**src/rtl/pipelined_rca_adder_if.sv**
```systemverilog
// Valid/ready operand and result bundle for pipelined_rca_adder.
// RCA_SUB_EN adds the sub select alongside the operands.
interface pipelined_rca_adder_if #(
  parameter int WIDTH = 16
);
  logic             in_valid;
  logic             in_ready;
  logic [WIDTH-1:0] a;
  logic [WIDTH-1:0] b;
  logic             cin;
`ifdef RCA_SUB_EN
  logic             sub;
`endif
  logic             out_valid;
  logic             out_ready;
  logic [WIDTH-1:0] sum;
  logic             cout;

  modport master (
    output in_valid, a, b, cin,
`ifdef RCA_SUB_EN
    output sub,
`endif
    output out_ready,
    input  in_ready, out_valid, sum, cout
  );

  modport slave (
    input  in_valid, a, b, cin,
`ifdef RCA_SUB_EN
    input  sub,
`endif
    input  out_ready,
    output in_ready, out_valid, sum, cout
  );
endinterface

```
**src/rtl/pipelined_rca_adder.sv**
```systemverilog
// Pipelined ripple-carry adder: STAGES chunks of WIDTH/STAGES bits.
// Optional RCA_SUB_EN: sub=1 computes a + ~b + 1, captured with operands.
module pipelined_rca_adder #(
  parameter int WIDTH  = 16,
  parameter int STAGES = 4
) (
  input logic                  clk,
  input logic                  rst,
  pipelined_rca_adder_if.slave io
);
  localparam int CHUNK = WIDTH / STAGES;

  if (WIDTH % STAGES != 0) begin : g_bad_split
    $error("WIDTH must be a multiple of STAGES");
  end

  function automatic logic [CHUNK:0] rca(
    input logic [CHUNK-1:0] x,
    input logic [CHUNK-1:0] y,
    input logic             c
  );
    logic [CHUNK:0] r;
    logic           cy;
    r  = '0;
    cy = c;
    for (int i = 0; i < CHUNK; i++) begin
      r[i] = x[i] ^ y[i] ^ cy;
      cy   = (x[i] & y[i]) | (cy & (x[i] ^ y[i]));
    end
    r[CHUNK] = cy;
    return r;
  endfunction

  logic [STAGES-1:0] valid_q, valid_d;
  logic [STAGES-1:0] carry_q, carry_d;
  logic [WIDTH-1:0]  sum_q [STAGES];
  logic [WIDTH-1:0]  sum_d [STAGES];
  logic [WIDTH-1:0]  a_q   [STAGES];
  logic [WIDTH-1:0]  a_d   [STAGES];
  logic [WIDTH-1:0]  b_q   [STAGES];
  logic [WIDTH-1:0]  b_d   [STAGES];
  logic [CHUNK:0]    chunk_r [STAGES];
  logic [STAGES:0]   ready;
  logic [WIDTH-1:0]  b_in;
  logic              c_in;

  // Subtract folds into the operands once at entry.
  always_comb begin
`ifdef RCA_SUB_EN
    b_in = io.sub ? ~io.b : io.b;
    c_in = io.sub ? 1'b1 : io.cin;
`else
    b_in = io.b;
    c_in = io.cin;
`endif
  end

  always_comb begin
    ready[STAGES] = io.out_ready;
    for (int k = STAGES - 1; k >= 0; k--) begin
      ready[k] = ~valid_q[k] | ready[k+1];
    end

    chunk_r[0] = rca(io.a[CHUNK-1:0], b_in[CHUNK-1:0], c_in);
    for (int k = 1; k < STAGES; k++) begin
      chunk_r[k] = rca(a_q[k-1][k*CHUNK +: CHUNK],
                       b_q[k-1][k*CHUNK +: CHUNK],
                       carry_q[k-1]);
    end

    valid_d = valid_q;
    carry_d = carry_q;
    for (int k = 0; k < STAGES; k++) begin
      sum_d[k] = sum_q[k];
      a_d[k]   = a_q[k];
      b_d[k]   = b_q[k];
    end

    if (ready[0]) begin
      valid_d[0] = io.in_valid;
      if (io.in_valid) begin
        sum_d[0]            = '0;
        sum_d[0][CHUNK-1:0] = chunk_r[0][CHUNK-1:0];
        carry_d[0]          = chunk_r[0][CHUNK];
        a_d[0]              = io.a;
        b_d[0]              = b_in;
      end
    end

    for (int k = 1; k < STAGES; k++) begin
      if (ready[k]) begin
        valid_d[k] = valid_q[k-1];
        if (valid_q[k-1]) begin
          sum_d[k] = sum_q[k-1];
          sum_d[k][k*CHUNK +: CHUNK] = chunk_r[k][CHUNK-1:0];
          carry_d[k] = chunk_r[k][CHUNK];
          a_d[k]     = a_q[k-1];
          b_d[k]     = b_q[k-1];
        end
      end
    end
  end

  always_ff @(posedge clk or posedge rst) begin
    if (rst) begin
      valid_q <= '0;
      carry_q <= '0;
      for (int k = 0; k < STAGES; k++) begin
        sum_q[k] <= '0;
        a_q[k]   <= '0;
        b_q[k]   <= '0;
      end
    end else begin
      valid_q <= valid_d;
      carry_q <= carry_d;
      for (int k = 0; k < STAGES; k++) begin
        sum_q[k] <= sum_d[k];
        a_q[k]   <= a_d[k];
        b_q[k]   <= b_d[k];
      end
    end
  end

  // Last stage operands are fully consumed; keep them as a lint sink.
  logic unused_ok;
  assign unused_ok = ^{a_q[STAGES-1], b_q[STAGES-1]};

  assign io.in_ready  = ready[0];
  assign io.out_valid = valid_q[STAGES-1];
  assign io.sum       = sum_q[STAGES-1];
  assign io.cout      = carry_q[STAGES-1];
endmodule

```
**src/flat_wrapper.sv**
```systemverilog
// flat-port wrapper written by rule: the top's interface ports become plain ports
module pipelined_rca_adder_flat 
#(
  parameter int WIDTH  = 16,
  parameter int STAGES = 4
)
  (clk, rst, io_in_valid, io_a, io_b, io_cin, io_out_ready, io_in_ready, io_out_valid, io_sum, io_cout);
  pipelined_rca_adder_if #(.WIDTH(WIDTH)) io_i ();
  input logic clk;
  input logic rst;
  input wire logic [$bits(io_i.in_valid)-1:0] io_in_valid;
  input wire logic [$bits(io_i.a)-1:0] io_a;
  input wire logic [$bits(io_i.b)-1:0] io_b;
  input wire logic [$bits(io_i.cin)-1:0] io_cin;
  input wire logic [$bits(io_i.out_ready)-1:0] io_out_ready;
  output wire logic [$bits(io_i.in_ready)-1:0] io_in_ready;
  output wire logic [$bits(io_i.out_valid)-1:0] io_out_valid;
  output wire logic [$bits(io_i.sum)-1:0] io_sum;
  output wire logic [$bits(io_i.cout)-1:0] io_cout;
  assign io_i.in_valid = io_in_valid;
  assign io_i.a = io_a;
  assign io_i.b = io_b;
  assign io_i.cin = io_cin;
  assign io_i.out_ready = io_out_ready;
  assign io_in_ready = io_i.in_ready;
  assign io_out_valid = io_i.out_valid;
  assign io_sum = io_i.sum;
  assign io_cout = io_i.cout;
  pipelined_rca_adder #(.WIDTH(WIDTH), .STAGES(STAGES)) u_core (.clk(clk), .rst(rst), .io(io_i));
endmodule
```
**config.mk**
```make
export PLATFORM = sky130hd
export DESIGN_NAME = pipelined_rca_adder_flat
export DESIGN_NICKNAME = d
export VERILOG_FILES = /design/src/rtl/pipelined_rca_adder_if.sv /design/src/rtl/pipelined_rca_adder.sv /design/src/flat_wrapper.sv
export SDC_FILE = /design/constraint.sdc
export NUM_CORES = 1
export LEC_CHECK = 0
export BUFFER_PORTS_ARGS = -buffer_cell sky130_fd_sc_hd__buf_2
export CORE_UTILIZATION = 40
export CTS_CLUSTER_DIAMETER = 100
export DETAILED_ROUTE_END_ITERATION = 7
export PLACE_DENSITY = 0.61
export SLEW_MARGIN = 20
export SYNTH_ARGS = -nofsm -noshare
export SYNTH_HDL_FRONTEND = slang
export SYNTH_SLANG_ARGS = --single-unit
```
**constraint.sdc**
```tcl
create_clock -name clk -period 3.6 [get_ports clk]
set_input_delay 0.18 -clock clk [delete_from_list [all_inputs] [get_ports clk]]
set_output_delay 0.18 -clock clk [all_outputs]
set_load 0.05 [all_outputs]
```
==> results of run 1 <==
==> stage by stage <==
step	power, mW	setup WS, ns
global placement	2.87	1.42
finish	3.56	1.34
global route	3.79	1.24
detailed placement	2.92	1.32
floorplan	2.74	0.915
CTS	3.62	1.32
==> synthesized netlist by cell type (all sizes together) <==
cell | instances | area (µm²)
a31oi | 1 | 6.26
dfrtp | 96 | 2400
buf | 24 | 194
nand2 | 5 | 23.8
a21oi | 1 | 5.00
and4b | 1 | 10.0
mux2i | 9 | 90.1
nand2b | 2 | 12.5
fa | 16 | 320
o21bai | 1 | 7.51
mux2 | 80 | 927
nand4b | 1 | 15.0
inv | 39 | 146
o21ai | 6 | 33.8
==> area by class of cell <==
cell class	count	area share [%]
Clock buffer	10	2.72
Clock inverter	6	1.46
Inverter	39	3.17
Multi-Input combinational cell	123	31.3
Sequential cell	96	51.1
Tap cell	136	3.62
Timing Repair Buffer	57	6.60
==> where the power goes <==
part	switching [mW]	leakage [nW]	internal (mW)
clock	0.378	0.0968	0.325
sequential	0.193	1.12	1.45
combinational	0.706	1.01	0.507
total	1.28	2.23	2.28
==> state kept, by name, summed over array words and instances (netlist names) <==
signal,cells
u_core.a_q,24
u_core.b_q,24
u_core.carry_q,4
u_core.io.sum,16
u_core.sum_q,24
u_core.valid_q,4
==> logic make-up after synthesis <==
family	synth area share, %
buf+inv	8.11
simple gates	1.46
fa+ha+maj	7.64
flops	57.3
compound gates	1.25
mux	24.3
==> path summary, 6_finish.rpt <==
kind / cells past startpoint / slack, ns / start / end
min in group clk: 2 / 0.04 / io_a[15] / u_core.a_q[63]$_DFFE_PP0P_
worst max register to register: 8 / 1.34 / u_core.b_q[28]$_DFFE_PP0P_ / u_core.io.sum[15]$_DFFE_PP0P_
max in group asynchronous: 3 / 2.72 / rst / u_core.a_q[55]$_DFFE_PP0P_
worst max-delay path: 8 / 1.34 / u_core.b_q[28]$_DFFE_PP0P_ / u_core.io.sum[15]$_DFFE_PP0P_
worst min register to register: 1 / 0.50 / u_core.a_q[60]$_DFFE_PP0P_ / u_core.a_q[44]$_DFFE_PP0P_
worst min-delay path: 2 / -0.02 / rst / u_core.sum_q[51]$_DFFE_PP0P_
==> layer usage <==
metal / wire, µm / vias up
met5: 0 / -
met4: 119 / 0
met3: 216 / 12
met2: 2900 / 35
met1: 2940 / 1049
li1: - / 992
==> impl_results.md, run 1 <==
* Result of the run: complete, but fails checks
* Failing checks: design-rule violations, negative hold slack
* Clock Pin Slew Worst Setup and Hold Paths at about 0.10 ns
* Static Leakage at approximately 2.2 nW
* Syn_nets at between 300 and 400
* Most common library cell in the layout ignoring fill and taps: sky130_fd_sc_hd__dfrtp_1
* GRT met1 Usage at between 10% and 20%
* Number of non-filler instances in the completed layout at approximately 470
* Estimated wirelength of the detail-placed design at 4.26 mm
* Max-slew violation count at 0
* Cell with the largest stage delay on the worst path: sky130_fd_sc_hd__fa_1
* Met3 Track Usage GR at about 3.2%
* Syn. warnings at 0
* Area of the core at 10,200 µm²
* Max-cap check violation count at 0
* Fillers at 941
* Port-buffer cells at 55
* Most frequent CP cell: sky130_fd_sc_hd__fa_1
* Final hold vios at 20
* Wire length of the first global-routing pass at approximately 11 mm
* CTS H-tree lvls at 3
* Post-cts gate resize count at 0
* Peak supply drop at around 0.26 mV
* Sum of negative setup slack at 0 ns
* Worst path bufs/invs at 3
* Power per standard cell area at ~760 nW/µm²
* Total number of vias at around 2,100
* Non-Filler Cell Area, Final at roughly 4700 µm²
* FF+latch count, synth at 96
* Combined area of the multi-input logic cells at about 1500 µm²
* Data arrival, critical path at roughly 2.6 ns
* Mean Syn Cell Area at ~15 µm²
* Full die area at about 11,000 µm²
* RSZ-0062 raised after global routing: false
* Setup violations, final at 0
* Number of hold-repair buffers added at the cts stage at 0
* Clock tree buffer depth at 2
* Number of antenna violations at the first check in global routing at 0
* DRT antenna net count at 0
* Starting utilization of the core area at about two fifths
* Die height at between 100 and 150 µm
* Fraction of final layout cells sized beyond drive strength 1 at ~48%
* Element type at the critical path end: flop
* Fin util at around 46%
* Number of different library cells in the post-synthesis netlist at 21
* Overall Global Routing Usage at 12.6%
* Placed Cells incl. Taps at 450
* Average wire per cell in the routed design at ~13 µm
* Later-pin clock latency in the skew report at approximately 0.37 ns
* Synthesized area at approximately 4200 µm²
* Critical path launch point type: flop
* Timing-limited maximum frequency at ~0.44 GHz
* Post-Route Skew at around 0.015 ns
* Layer carrying the most global-route usage: met2
* Vias in the first global route at ~2,200
* Aggregate global routing overflow at 0
* Final clock period utilization by the worst path at roughly 63%
* Actual slew at the worst max-slew pin at ~0.86 ns
* DRC errors left at 1
* Violation count after the first detailed-route iteration at 60
* Min-delay worst type: in -> async
* Required arrival time at the worst endpoint at 3.90 ns
* Die Wd at 104 µm
* Classification of the worst setup path: reg -> reg
* TritonCTS Buffers at 9
* Tmin final at between 2 and 2.5 ns
* Smallest hold slack at -0.0177 ns
* Worst path top cell family by delay: adder cells
* Max-slew headroom at 42.6%
* Total iterations of the first detailed-routing run at 5
* Number of antenna cells inserted at 0
* Number of setup buffers added after CTS at 0
* CTS sink count at 96
* Gate count after technology mapping at 282
* Final Wtd Congestion at between 0.6 and 0.7
* CP max stage delay at around 0.43 ns
* Via density per instance at between 4 and 5
* Core Rows at 37
* Leading cell types in the layout, fill and taps excluded: 96 x sky130_fd_sc_hd__dfrtp_1, 73 x sky130_fd_sc_hd__mux2_2, 55 x sky130_fd_sc_hd__buf_2, 38 x sky130_fd_sc_hd__inv_1, 16 x sky130_fd_sc_hd__fa_1
* Post-place instance area at 4470 µm²
* Layout net count at between 300 and 400
* Area Growth Syn to Fin at 12.0%
* Clock tree from TritonCTS: done
* Ports at 56
* Largest net degree at the start of global routing at a little over 70
* Routed wire length at 6.17 mm
* Series of cell instances along the critical path: fa_1 > inv_1 > fa_1 > inv_1 > fa_1 > inv_1 > fa_1 > mux2i_1
* Flip-flop and latch area at 2400 µm²
* Sequential cell area fraction in the yosys report at 57.3%
* Met2 routing resource usage after global routing at between 10% and 20%
* Root Buffer Master: sky130_fd_sc_hd__clkbuf_8
* Top fanout value on the critical path at 2
Note: power is estimated with default switching activity, not from simulation.
==> run 2: changes to the inputs <==
--- a/config.mk
+++ b/config.mk
@@ -9,7 +9,7 @@
 export CORE_UTILIZATION = 40
 export CTS_CLUSTER_DIAMETER = 100
 export DETAILED_ROUTE_END_ITERATION = 7
-export PLACE_DENSITY = 0.61
+export PLACE_DENSITY = 0.63
 export SLEW_MARGIN = 20
 export SYNTH_ARGS = -nofsm -noshare
 export SYNTH_HDL_FRONTEND = slang
==> constraint.sdc (replaced) <==
create_clock -name clk -period 2 [get_ports clk]
set_input_delay 0.1 -clock clk [delete_from_list [all_inputs] [get_ports clk]]
set_output_delay 0.1 -clock clk [all_outputs]
set_load 0.05 [all_outputs]
==> run 2 against run 1 <==
  * The flow finishes with violations (design-rule violations, negative setup slack)
  * Sequential power grew 82%
  * Sequential share of layout area fell by 3.6 points
  * Cell count up 6.9%
  * Largest power group unchanged
  * Highest routed layer unchanged
  * Sequential cell count did not move
  * Global-route usage up 1.1 points
  * Utilization is 3.4 points higher
  * Wire length grew 6.3%
  * Clock power rose by 82%
  * Power grew 85%
  * Clock skew down 0.0073 ns
  * Via count increased by 7.3%
==> impl_results.md, run 2 (synthesis gave the netlist of run 1 again) <==
* Vias in the first global route at ~2,300
* Combinational power share at a little over a third
* DRT antenna net count at 0
* Final Wtd Congestion at around 0.69
* Number of antenna cells inserted at 0
* Wire length of the first global-routing pass at 11.5 mm
* Leading cell types in the layout, fill and taps excluded: 96 x sky130_fd_sc_hd__dfrtp_1, 73 x sky130_fd_sc_hd__mux2_2, 55 x sky130_fd_sc_hd__buf_2, 28 x sky130_fd_sc_hd__inv_1, 26 x sky130_fd_sc_hd__dlygate4sd3_1
* Classification of the worst setup path: reg -> reg
* Number of antenna violations at the first check in global routing at 0
* Die height at ~100 µm
* Actual slew at the worst max-slew pin at between 0.7 and 0.8 ns
* Series of cell instances along the critical path: fa_2 > inv_2 > fa_2 > inv_2 > fa_2 > inv_2 > fa_1 > mux2i_1
* Overall Global Routing Usage at between 10 and 15%
* Clock share of power at 19.4%
* Total iterations of the first detailed-routing run at 6
* Violation count after the first detailed-route iteration at 75
* Part of the total power dissipated in sequential elements at between 40% and 50%
* Critical path launch point type: flop
* Full die area at roughly 11,000 µm²
* Max-slew violation count at 0
* RSZ-0062 raised after global routing: true
* Combined area of the multi-input logic cells at between 1000 and 1500 µm²
* Result of the run: complete, but fails checks
* Number of non-filler instances in the completed layout at ~500
* Total number of vias at between 2,000 and 2,500
* TritonCTS Buffers at 9
* Starting utilization of the core area at about 41%
* Psw at 2.31 mW
* Largest net degree at the start of global routing at 34
* Port-buffer cells at 55
* Smallest hold slack at about 0.12 ns
* Estimated wirelength of the detail-placed design at about 4.6 mm
* Setup violations, final at 2
* Core Rows at 37
* CTS sink count at 96
* Most common library cell in the layout ignoring fill and taps: sky130_fd_sc_hd__dfrtp_1
* Clock Pin Slew Worst Setup and Hold Paths at roughly 0.080 ns
* Cell internal pwr at 4.28 mW
* DRC errors left at 2
* Fraction of final layout cells sized beyond drive strength 1 at ~50%
* Area of the core at approximately 10,000 µm²
* Power per standard cell area at ~1300 nW/µm²
* Max-slew headroom at approximately half
* Aggregate global routing overflow at 0
* Clock tree buffer depth at 2
* Post-Route Skew at between 0.007 and 0.008 ns
* Max-cap check violation count at 0
* CP max stage delay at 0.41 ns
* Min-delay worst type: in -> reg
* Top fanout value on the critical path at 2
* Failing checks: design-rule violations, negative setup slack
* CTS H-tree lvls at 3
* Fillers at roughly 910
* Total Power at 6.59 mW
* Layout net count at 411
* Final clock period utilization by the worst path at 104%
* Cell with the largest stage delay on the worst path: sky130_fd_sc_hd__dfrtp_1
* Fin util at about 49%
* Routed wire length at approximately 6.6 mm
* Tmin final at between 2 and 2.5 ns
* Root Buffer Master: sky130_fd_sc_hd__clkbuf_8
* Placed Cells incl. Taps at between 400 and 500
* Final worst setup slack at -0.0855 ns
* Largest regs: u_core.a_q: 24 flops, u_core.b_q: 24 flops, u_core.sum_q: 24 flops
* Average wire per cell in the routed design at 13.2 µm
* Clock tree from TritonCTS: done
* Ports at between 50 and 60
* Final hold vios at 0
* Die Wd at 104 µm
* Data arrival, critical path at roughly 2.4 ns
* Net Sw Frac at 35.0%
* Required arrival time at the worst endpoint at 2.27 ns
* Later-pin clock latency in the skew report at around 0.35 ns
* Area Growth Syn to Fin at 20.4%
* Peak supply drop at around 0.55 mV
* Flip-flop and latch area at roughly 2400 µm²
* Via density per instance at 4.49
* Static Leakage at between 2 and 2.5 nW
* Timing-limited maximum frequency at roughly 0.48 GHz
* Element type at the critical path end: flop
* Worst slack, placed at -0.0898 ns
[run 2: cell types whose count changed in the layout (fill, tap and decap cells not counted), sizes merged]
cell	delta
dlygate4sd3	+26
buf	+6
clkbuf	+3
inv	-2
clkinv	-1
[run 2: per-layer routing]
metal / vias to the layer above / GRT usage [%] / routed length [µm]
met5: - / 0 / 0
met4: 0 / 5.71 / 96
met3: 8 / 3.51 / 191
met2: 38 / 21.6 / 3200
met1: 1138 / 18.0 / 3070
li1: 1056 / - / -
[run 2: per-stage QoR]
stage / area, µm² / TNS [ns]
after floorplan: 4210 / 0
after global placement: 4570 / -0.0621
after detailed placement: 4570 / -0.263
after CTS: 5040 / -0.140
after global routing: 5050 / -0.391
final: 5050 / -0.135
[run 2: cell type report]
class	count	area share (%)
sequential	96	47.6
multi-input combinational	123	29.4
timing repair buffer	89	12.8
tap	136	3.37
clock buffer	13	3.15
inverter	39	2.97
clock inverter	3	0.793
[run 2: final timing paths]
kind,startpoint,to,slack (ns),cells past startpoint
setup / recovery,u_core.b_q[28]$_DFFE_PP0P_,u_core.io.sum[15]$_DFFE_PP0P_,-0.09,8
hold / removal,io_out_ready,u_core.valid_q[1]$_DFFE_PP0P_,0.12,3
setup reg to reg,u_core.b_q[28]$_DFFE_PP0P_,u_core.io.sum[15]$_DFFE_PP0P_,-0.09,8
hold reg to reg,u_core.sum_q[34]$_DFFE_PP0P_,u_core.sum_q[18]$_DFFE_PP0P_,0.50,1
max in group asynchronous,rst,u_core.a_q[54]$_DFFE_PP0P_,0.97,4
min in group asynchronous,rst,u_core.a_q[63]$_DFFE_PP0P_,0.43,3
[run 2: timing repair]
item | CTS | global route
buffers inserted | 0 | 1
endpoints found under the setup margin | 3 | 4
pin swaps | 1 | 0
hold buffers | 26 | 0
gates resized for setup | 10 | 1
hold endpoints to repair | 56 | 0
[run 2: power groups by stage]
stage	clock (mW)	sequential, mW	combinational [mW]
detailed placement	0	3.04	2.31
global placement	0	3.00	2.25
CTS	1.33	3.00	2.37
global route	1.41	3.08	2.57
finish	1.28	2.98	2.33
floorplan	0	2.95	2.02
[run 2: critical path: cells and delay by family, from the launching register on]
kind                     cells  cell delay, ns
buffers and inverters        3            0.16
adder cells (fa/ha/maj)      4            1.31
flip-flops                   1            0.41
multiplexers                 1            0.14
